$ cat config.mk
export PLATFORM = sky130hd
export DESIGN_NAME = bram_1p_arbiter
export DESIGN_NICKNAME = d
export VERILOG_FILES = /design/src/rtl/bram_1p_arbiter.sv
export SDC_FILE = /design/constraint.sdc
export NUM_CORES = 1
export LEC_CHECK = 0
export CAP_MARGIN = 10
export CORE_MARGIN = 8
export CORE_UTILIZATION = 20
export DETAILED_ROUTE_END_ITERATION = 6
export GPL_TIMING_DRIVEN = 0
export HOLD_SLACK_MARGIN = 0.05
export PLACE_DENSITY = 0.76
export SYNTH_ARGS = -nofsm -noshare
export SYNTH_HDL_FRONTEND = slang
export SYNTH_SLANG_ARGS = --single-unit
$ cat constraint.sdc
create_clock -name clk_i -period 1 [get_ports clk_i]
set_input_delay 0.25 -clock clk_i [delete_from_list [all_inputs] [get_ports clk_i]]
set_output_delay 0.25 -clock clk_i [all_outputs]
set_load 0.01 [all_outputs]
$ cat src/rtl/bram_1p_arbiter.sv
// Two-requester arbiter in front of one single-port read-first BRAM.
// Define BRAM_ARB_FIXED_PRIO_EN for fixed A-over-B priority instead of round-robin.
module bram_1p_arbiter #(
  parameter int RAM_WIDTH     = 8,
  parameter int RAM_ADDR_BITS = 10
) (
  input  logic                     clk_i,
  input  logic                     rst_i,
  input  logic                     a_req_i,
  input  logic                     a_we_i,
  input  logic [RAM_ADDR_BITS-1:0] a_addr_i,
  input  logic [RAM_WIDTH-1:0]     a_wdata_i,
  output logic                     a_gnt_o,
  output logic                     a_rvalid_o,
  input  logic                     b_req_i,
  input  logic                     b_we_i,
  input  logic [RAM_ADDR_BITS-1:0] b_addr_i,
  input  logic [RAM_WIDTH-1:0]     b_wdata_i,
  output logic                     b_gnt_o,
  output logic                     b_rvalid_o,
  output logic [RAM_WIDTH-1:0]     rdata_o,
  output logic                     ram_en_o,
  output logic                     ram_we_o,
  output logic [RAM_ADDR_BITS-1:0] ram_addr_o,
  output logic [RAM_WIDTH-1:0]     ram_wdata_o,
  input  logic [RAM_WIDTH-1:0]     ram_rdata_i
);

  localparam logic ID_A = 1'b0;
  localparam logic ID_B = 1'b1;

  logic pick_a;
  logic tag_valid;
  logic tag_id;

`ifdef BRAM_ARB_FIXED_PRIO_EN
  assign pick_a = a_req_i;
`else
  logic last_grant;

  // A wins contention only when B was the last one served
  assign pick_a = a_req_i & (~b_req_i | (last_grant == ID_B));

  always_ff @(posedge clk_i) begin
    if (rst_i) begin
      last_grant <= ID_B;
    end else if (a_gnt_o | b_gnt_o) begin
      last_grant <= b_gnt_o ? ID_B : ID_A;
    end
  end
`endif

  assign a_gnt_o = ~rst_i & pick_a;
  assign b_gnt_o = ~rst_i & b_req_i & ~pick_a;

  always_comb begin
    ram_en_o    = a_gnt_o | b_gnt_o;
    ram_we_o    = 1'b0;
    ram_addr_o  = '0;
    ram_wdata_o = '0;
    unique case (1'b1)
      a_gnt_o: begin
        ram_we_o    = a_we_i;
        ram_addr_o  = a_addr_i;
        ram_wdata_o = a_wdata_i;
      end
      b_gnt_o: begin
        ram_we_o    = b_we_i;
        ram_addr_o  = b_addr_i;
        ram_wdata_o = b_wdata_i;
      end
      default: ;
    endcase
  end

  always_ff @(posedge clk_i) begin
    if (rst_i) begin
      tag_valid <= 1'b0;
      tag_id    <= ID_A;
    end else begin
      tag_valid <= a_gnt_o | b_gnt_o;
      tag_id    <= b_gnt_o ? ID_B : ID_A;
    end
  end

  // gating with reset drops the return of an access issued just before reset
  assign a_rvalid_o = ~rst_i & tag_valid & (tag_id == ID_A);
  assign b_rvalid_o = ~rst_i & tag_valid & (tag_id == ID_B);
  assign rdata_o    = ram_rdata_i;

endmodule

* After elaboration in Yosys (flattened, before gate mapping) *
Cells that the tools add are included.

cells by class
  mux-type cells = 4
  bitwise operators = 13

operators by type and width
  cell                              number
  case mux 10 bit (2 select lines)  1
  case mux 8 bit (2 select lines)   1
  bitwise AND 1 bit                 7
  NOT 1 bit                         4
  bitwise OR 1 bit                  2
  case mux 1 bit (2 select lines)   1
  two-way mux 1 bit                 1

word-level totals
  flip-flop bits (word level) = 3
  input bits = 50
  word-level logic and storage cells = 20

* Logic depth before layout (Yosys ltp) *
Gate-level depths: netlist of the first run.

  depth in word-level cells = 6
  depth in mapped cells = 4
  gate-level depth less buffers = 3

* Least setup slack after synthesis of the first run *
OpenSTA, ideal clock, no wires.

  path type = register to output
  start point = reg last_grant
  end point = out ram_addr_o[0]
  arrival time = 0.909 ns
  data required time = 0.750 ns
  slack = -0.159 ns
  stages on the path, launching flop included = 5
  cell sequence = dfxtp_1 -> nand2b_4 -> buf_6 -> a32oi_1 -> nor2_1

between the ends
  word-level cells in the longest chain between the ends = 5

RTL lines
  item                                  RTL line  source
  from (decl)                           39        logic last_grant;
  from (signal assigned)                48        last_grant <= b_gnt_o ? ID_B : ID_A;
  bitwise OR 1 bit (*)                  42        assign pick_a = a_req_i & (~b_req_i | (last_grant == ID_B));
  bitwise AND 1 bit (*)                 42
  NOT 1 bit                             54        assign b_gnt_o = ~rst_i & b_req_i & ~pick_a;
  bitwise AND 1 bit                     54
  case mux 10 bit (2 select lines) (*)  61        unique case (1'b1)
  to (decl)                             24        output logic [RAM_ADDR_BITS-1:0] ram_addr_o,

Mark *: on every way between the ends. The rest lies on a longest branch, timed or not.

* Worst setup path in the final report of the first run *
Ends and elaborated chain as after synthesis.

==> run metrics, run 1 <==
outcome=complete, but fails checks; failing checks=negative setup slack; initial DRC count=35; Buffers on Ports=72; Final Hold Fails=0; Initial Util=0.213; CTS buffer count=3; WL final=between 2000 and 3000 µm; hpwl dp=around 2300 µm; maxcap violations=0; yosys warns=0; area of the multi-input gates=between 400 and 500 µm²; vias in the first global route=922; Total Routing Usage GR=0.119; post-route insts no fill=183; final setup violation count=24; top cells by area, synth=a32oi_1 (32%), nor2_1 (16%), dfxtp_1 (11%); Slew @ Worst Pin=between 0.4 and 0.5 ns; # IOs=just over 80; Std-Cell Core Area=2480 µm²; first-pass GRT wire length=4320 µm; Via density=~4.7; hold_ws=0.256 ns; Finished Cell Area=approximately 1400 µm²; DP Area=between 1000 and 1500 µm²; Fmax=~650 MHz; DR vias=~850; Fin Clk Skew=approximately 0.0011 ns; First-pass DRT Iterations=2; Post-synth ARST share=0; Antenna Cells=0; clock slew at reported path FFs=roughly 0.04 ns; Synth top cells by count=nor2_1 (23), a32oi_1 (19), buf_4 (8); clock latency on the worst-skew pair=about 0.23 ns; Tightest Hold Check Type=primary input to flip-flop; CTS Root Cell=clkbuf_4; Setup crit end kind=output pin; DRC=0; Worst Setup Slack, final=-0.539 ns; clk sinks=3; CTS tree=yes; largest net degree at the start of global routing=11; maximum vdd drop=between 0.7 and 0.8 mV; most frequent cell after synthesis=nor2_1; Cells after Synth=between 70 and 80; PwrDens=677 nW/µm²; syn_nets=between 100 and 150; post-synthesis register bit count=3; fraction of layout cells with a size suffix above 1=0.425; WP data required=~0.75 ns; Leakage Power=0.000612 µW; Tmin final=between 1.5 and 2 ns; Die Y=approximately 67 µm; area delta synth->final=156%; # nets final=204; crit start category=flip-flop; RSZ-0062 raised after global routing=true; CTS H-tree depth=1; Synth Area per Inst=7.32 µm²; Crit path arrival time=1.29 ns; Hold Buf Count CTS=0; Seq/Total Area, Yosys=0.114; die area=~4500 µm²; Final period util=1.54; Rel. slew slack=0.716; Die Wd=67.3 µm; cell count after placement=~170; Final GP Congestion=around 0.86; Rows=18; wire length per cell=16.2 µm; initial antenna violation count=0; GRT overflow=0; share of Yosys cell area claimed by the top area cell type=0.316; Post-synth EDFFs=0; fillers=241; CTS Buffer Depth=2; Final ANT Viol Nets=0; Synth area leader=a32oi_1; FF+latch area=~64 µm²; Post-synth top flop=dfxtp_1; post-synth cell types=15; Mapped Area=~530 µm²; kind of critical path=flip-flop to output pin; crit path max fanout=10; Pins Over Slew Limit=0
[logic make-up after synthesis]
kind of cell,count (synthesis),share of synthesized area
AO/OA/AOI/OAI,21,0.361
AND/OR/NAND/NOR,31,0.271
flip-flops,3,0.114
buffers and inverters,17,0.254
[state kept, by name, summed over array words and instances, names as in the netlist]
register,flops
last_grant,1
tag_id,1
tag_valid,1
[routing by layer]
metal | wire length [µm] | GRT usage
met5 | 0 | 0
met4 | 0 | 0.00783
met3 | 424 | 0.0530
met2 | 1410 | 0.217
met1 | 1120 | 0.129
[what timing repair did]
| action | CTS | global route |
|---|---|---|
| pin swaps | 16 | 3 |
| endpoints found under the setup margin | 34 | 24 |
| gates resized for setup | 132 | 5 |
| setup buffers | 2 | 0 |
| cloned | 3 | 0 |
[critical path, stage by stage, from the launching register on]
cell and delay [ns]:
dfxtp_2 0.33, nand2b_4 0.15, buf_6 0.14, a32oi_2 0.22
nor2_1 0.07, buf_2 0.14
[final timing paths]
kind,from,endpoint,slack (ns),depth (start not counted)
worst min register to register,last_grant$_SDFFE_PP1P_,last_grant$_SDFFE_PP1P_,0.56,3
worst max register to register,last_grant$_SDFFE_PP1P_,tag_id$_SDFF_PP0_,0.10,3
worst max-delay path,last_grant$_SDFFE_PP1P_,ram_addr_o[0],-0.54,5
worst min-delay path,rst_i,tag_id$_SDFF_PP0_,0.26,2
[final cells by class]
type	instances	area share
timing repair buffer	77	0.481
clock buffer	4	0.0195
buffer	17	0.127
multi-input combinational	52	0.297
tap	30	0.0278
sequential	3	0.0473
[placed cells by master (no fill, tap or decap)]
| cell | count |
|---|---|
| clkbuf_1 | 2 |
| buf_2 | 24 |
| and3b_1 | 1 |
| a32oi_2 | 5 |
| buf_12 | 1 |
| nor2_2 | 2 |
| o21ai_0 | 1 |
| clkbuf_8 | 1 |
| buf_4 | 11 |
| a32oi_1 | 14 |
| dlygate4sd2_1 | 8 |
| nor2b_4 | 1 |
| nand2b_4 | 1 |
| dfxtp_2 | 3 |
| clkdlybuf4s15_2 | 1 |
| buf_6 | 7 |
| nand2b_1 | 1 |
| clkbuf_4 | 3 |
| nand2_1 | 2 |
| a21boi_4 | 1 |
| nor2b_1 | 1 |
| nor3b_4 | 1 |
| nor2_1 | 20 |
| clkbuf_16 | 1 |
| buf_8 | 1 |
| clkdlybuf4s50_1 | 38 |
| nor2_4 | 1 |
[per-stage QoR]
step	setup TNS [ns]	power (µW)	setup WS (ns)	util
floorplan	-2.07	362	-0.110	-
global placement	-28.41	693	-1.21	0.525
detailed placement	-28.48	700	-1.22	0.525
CTS	-10.68	909	-0.526	0.530
global route	-12.08	987	-0.594	0.545
finish	-10.33	914	-0.539	0.545
[where the power goes]
group / internal [µW] / switching, µW
combinational: 344 / 219
sequential: 130 / 8.18
clock: 150 / 63.7
total: 624 / 291
Note: power is estimated with default switching activity, not from simulation.
==> inputs of run 2 (changes only) <==
--- a/config.mk
+++ b/config.mk
@@ -5,13 +5,15 @@
 export SDC_FILE = /design/constraint.sdc
 export NUM_CORES = 1
 export LEC_CHECK = 0
-export CAP_MARGIN = 10
+export CAP_MARGIN = 15
 export CORE_MARGIN = 8
 export CORE_UTILIZATION = 20
 export DETAILED_ROUTE_END_ITERATION = 6
 export GPL_TIMING_DRIVEN = 0
 export HOLD_SLACK_MARGIN = 0.05
+export MAX_ROUTING_LAYER = met4
 export PLACE_DENSITY = 0.76
+export SKIP_CTS_REPAIR_TIMING = 1
 export SYNTH_ARGS = -nofsm -noshare
 export SYNTH_HDL_FRONTEND = slang
 export SYNTH_SLANG_ARGS = --single-unit
==> run 2 against run 1 <==
  * The run still ends with negative setup slack left
  * Final area is essentially flat
  * Sequential share of layout area is essentially flat
  * Cell count shrank 2.2%
  * Clock skew is essentially flat
  * Worst setup slack gained 0.024 ns
  * Worst hold slack gained 0.052 ns
  * Critical path type unchanged
  * Critical endpoint is now ram_wdata_o[2]
  * Highest routed layer unchanged
==> run metrics, run 2 (synthesized netlist as in run 1, its figures left out) <==
outcome=complete, but fails checks; failing checks=negative setup slack; wire length per cell=16.4 µm; commonest non-fill, non-tap cells in the layout=clkdlybuf4s50_1 (38), nor2_1 (21), clkbuf_2 (20); clock slew at reported path FFs=0.04 ns; Fin Clk Skew=~0.00097 ns; First-pass DRT Iterations=4; crit start category=flip-flop; Total Routing Usage GR=0.113; Tmin final=1.52 ns; WL final=about 3000 µm; CTS Buffer Depth=2; clk sinks=3; Buffers on Ports=72; Die Wd=about 67 µm; initial antenna violation count=0; Std-Cell Core Area=around 2500 µm²; Rel. slew slack=0.721; pre-CTS setup slack=-1.22 ns; Die Y=~67 µm; RSZ-0062 raised after global routing=true; Crit path arrival time=1.27 ns; # IOs=82; crit path max fanout=10; Tightest Hold Check Type=primary input to flip-flop; fin util=0.544; vias in the first global route=slightly below 900; # nets final=200; GRT overflow=0; Slew @ Worst Pin=around 0.42 ns; Via density=approximately 4.7; hpwl dp=~2300 µm; Antenna Cells=0; Finished Cell Area=around 1300 µm²; Worst Setup Slack, final=-0.515 ns; Fmax=between 600 and 700 MHz; Final ANT Viol Nets=0; R2R Path End=tag_id$_SDFF_PP0_; Final Hold Fails=0; PwrDens=slightly below 700 nW/µm²; largest net degree at the start of global routing=11; DP Area=~1300 µm²; FF-to-FF Start=last_grant$_SDFFE_PP1P_; die area=4530 µm²; reg2reg path depth=3; Setup crit end kind=output pin; hold_sp=rst_i; Final GP Congestion=~0.9; Final period util=1.52; CTS buffer count=3; DR vias=approximately 840; Leakage Power=0.000657 µW; final setup violation count=24; Pins Over Slew Limit=0; Initial Util=0.213; first-pass GRT wire length=4000 µm; Min-Delay Endpoint=tag_id$_SDFF_PP0_; CTS Root Cell=clkbuf_4; WP data required=about 0.75 ns; maxcap violations=0; area delta synth->final=156%; Power, Total=about 910 µW; CP max stage cell=dfxtp_2; CTS tree=yes; initial DRC count=37; critical-path cell list=nand2b_4 > buf_6 > a32oi_2 > nor2_1 > clkbuf_2; worst reg2reg setup slack=roughly 0.12 ns; clock latency on the worst-skew pair=0.23 ns; Fin Setup TNS=-10.73 ns; CTS H-tree depth=1; most common cell after layout, fill and taps aside=clkdlybuf4s50_1; fraction of layout cells with a size suffix above 1=0.436; Rows=18; hold depth=2; DRC=0; biggest regs=last_grant (1), tag_id (1), tag_valid (1); crit-path max cell delay=0.33 ns; kind of critical path=flip-flop to output pin; maximum vdd drop=approximately 0.80 mV
run 2: how the worst max path moves through the flow:
stage,startpoint,endpoint,depth (start not counted)
after global placement,b_req_i,ram_addr_o[0],6
after CTS,b_req_i,ram_addr_o[0],6
final,last_grant$_SDFFE_PP1P_,ram_wdata_o[2],5
after global routing,last_grant$_SDFFE_PP1P_,ram_wdata_o[2],5
after detailed placement,b_req_i,ram_wdata_o[6],6
after floorplan,last_grant$_SDFFE_PP1P_,ram_addr_o[0],4
run 2: cell type report:
type                    instances  area (µm²)
fillers                       241        1130
repair buffers                 73         639
multi-input cells              52         440
plain buffers                  17         141
flip-flops and latches          3        63.8
well taps                      30        37.5
clock buffers                   4        26.3
run 2: power breakdown:
part	switching (µW)	leakage [µW]	internal [µW]	total (µW)
Clock	67.3	0.0000150	150	217
Combinational	225	0.000617	331	556
Sequential	6.83	0.0000252	130	137
run 2: critical path: cells and delay by family (launching register included):
kind | cells | cell delay, ns
simple gates | 2 | 0.21
flops | 1 | 0.33
compound gates | 1 | 0.20
buf+inv | 2 | 0.30
run 2: routing by layer:
metal / global-route usage / up-vias / wire [µm]
li1: - / 414 / -
met1: 0.123 / 375 / 1160
met2: 0.204 / 54 / 1450
met3: 0.0331 / 0 / 327
met4: 0.00783 / 0 / 0
met5: - / - / 0
run 2: through the flow:
step                std cells  hold WS [ns]
detailed placement        174         0.548
global route              179         0.323
finish                    179         0.308
CTS                       178         0.309
global placement          174         0.537
floorplan                  72         0.387
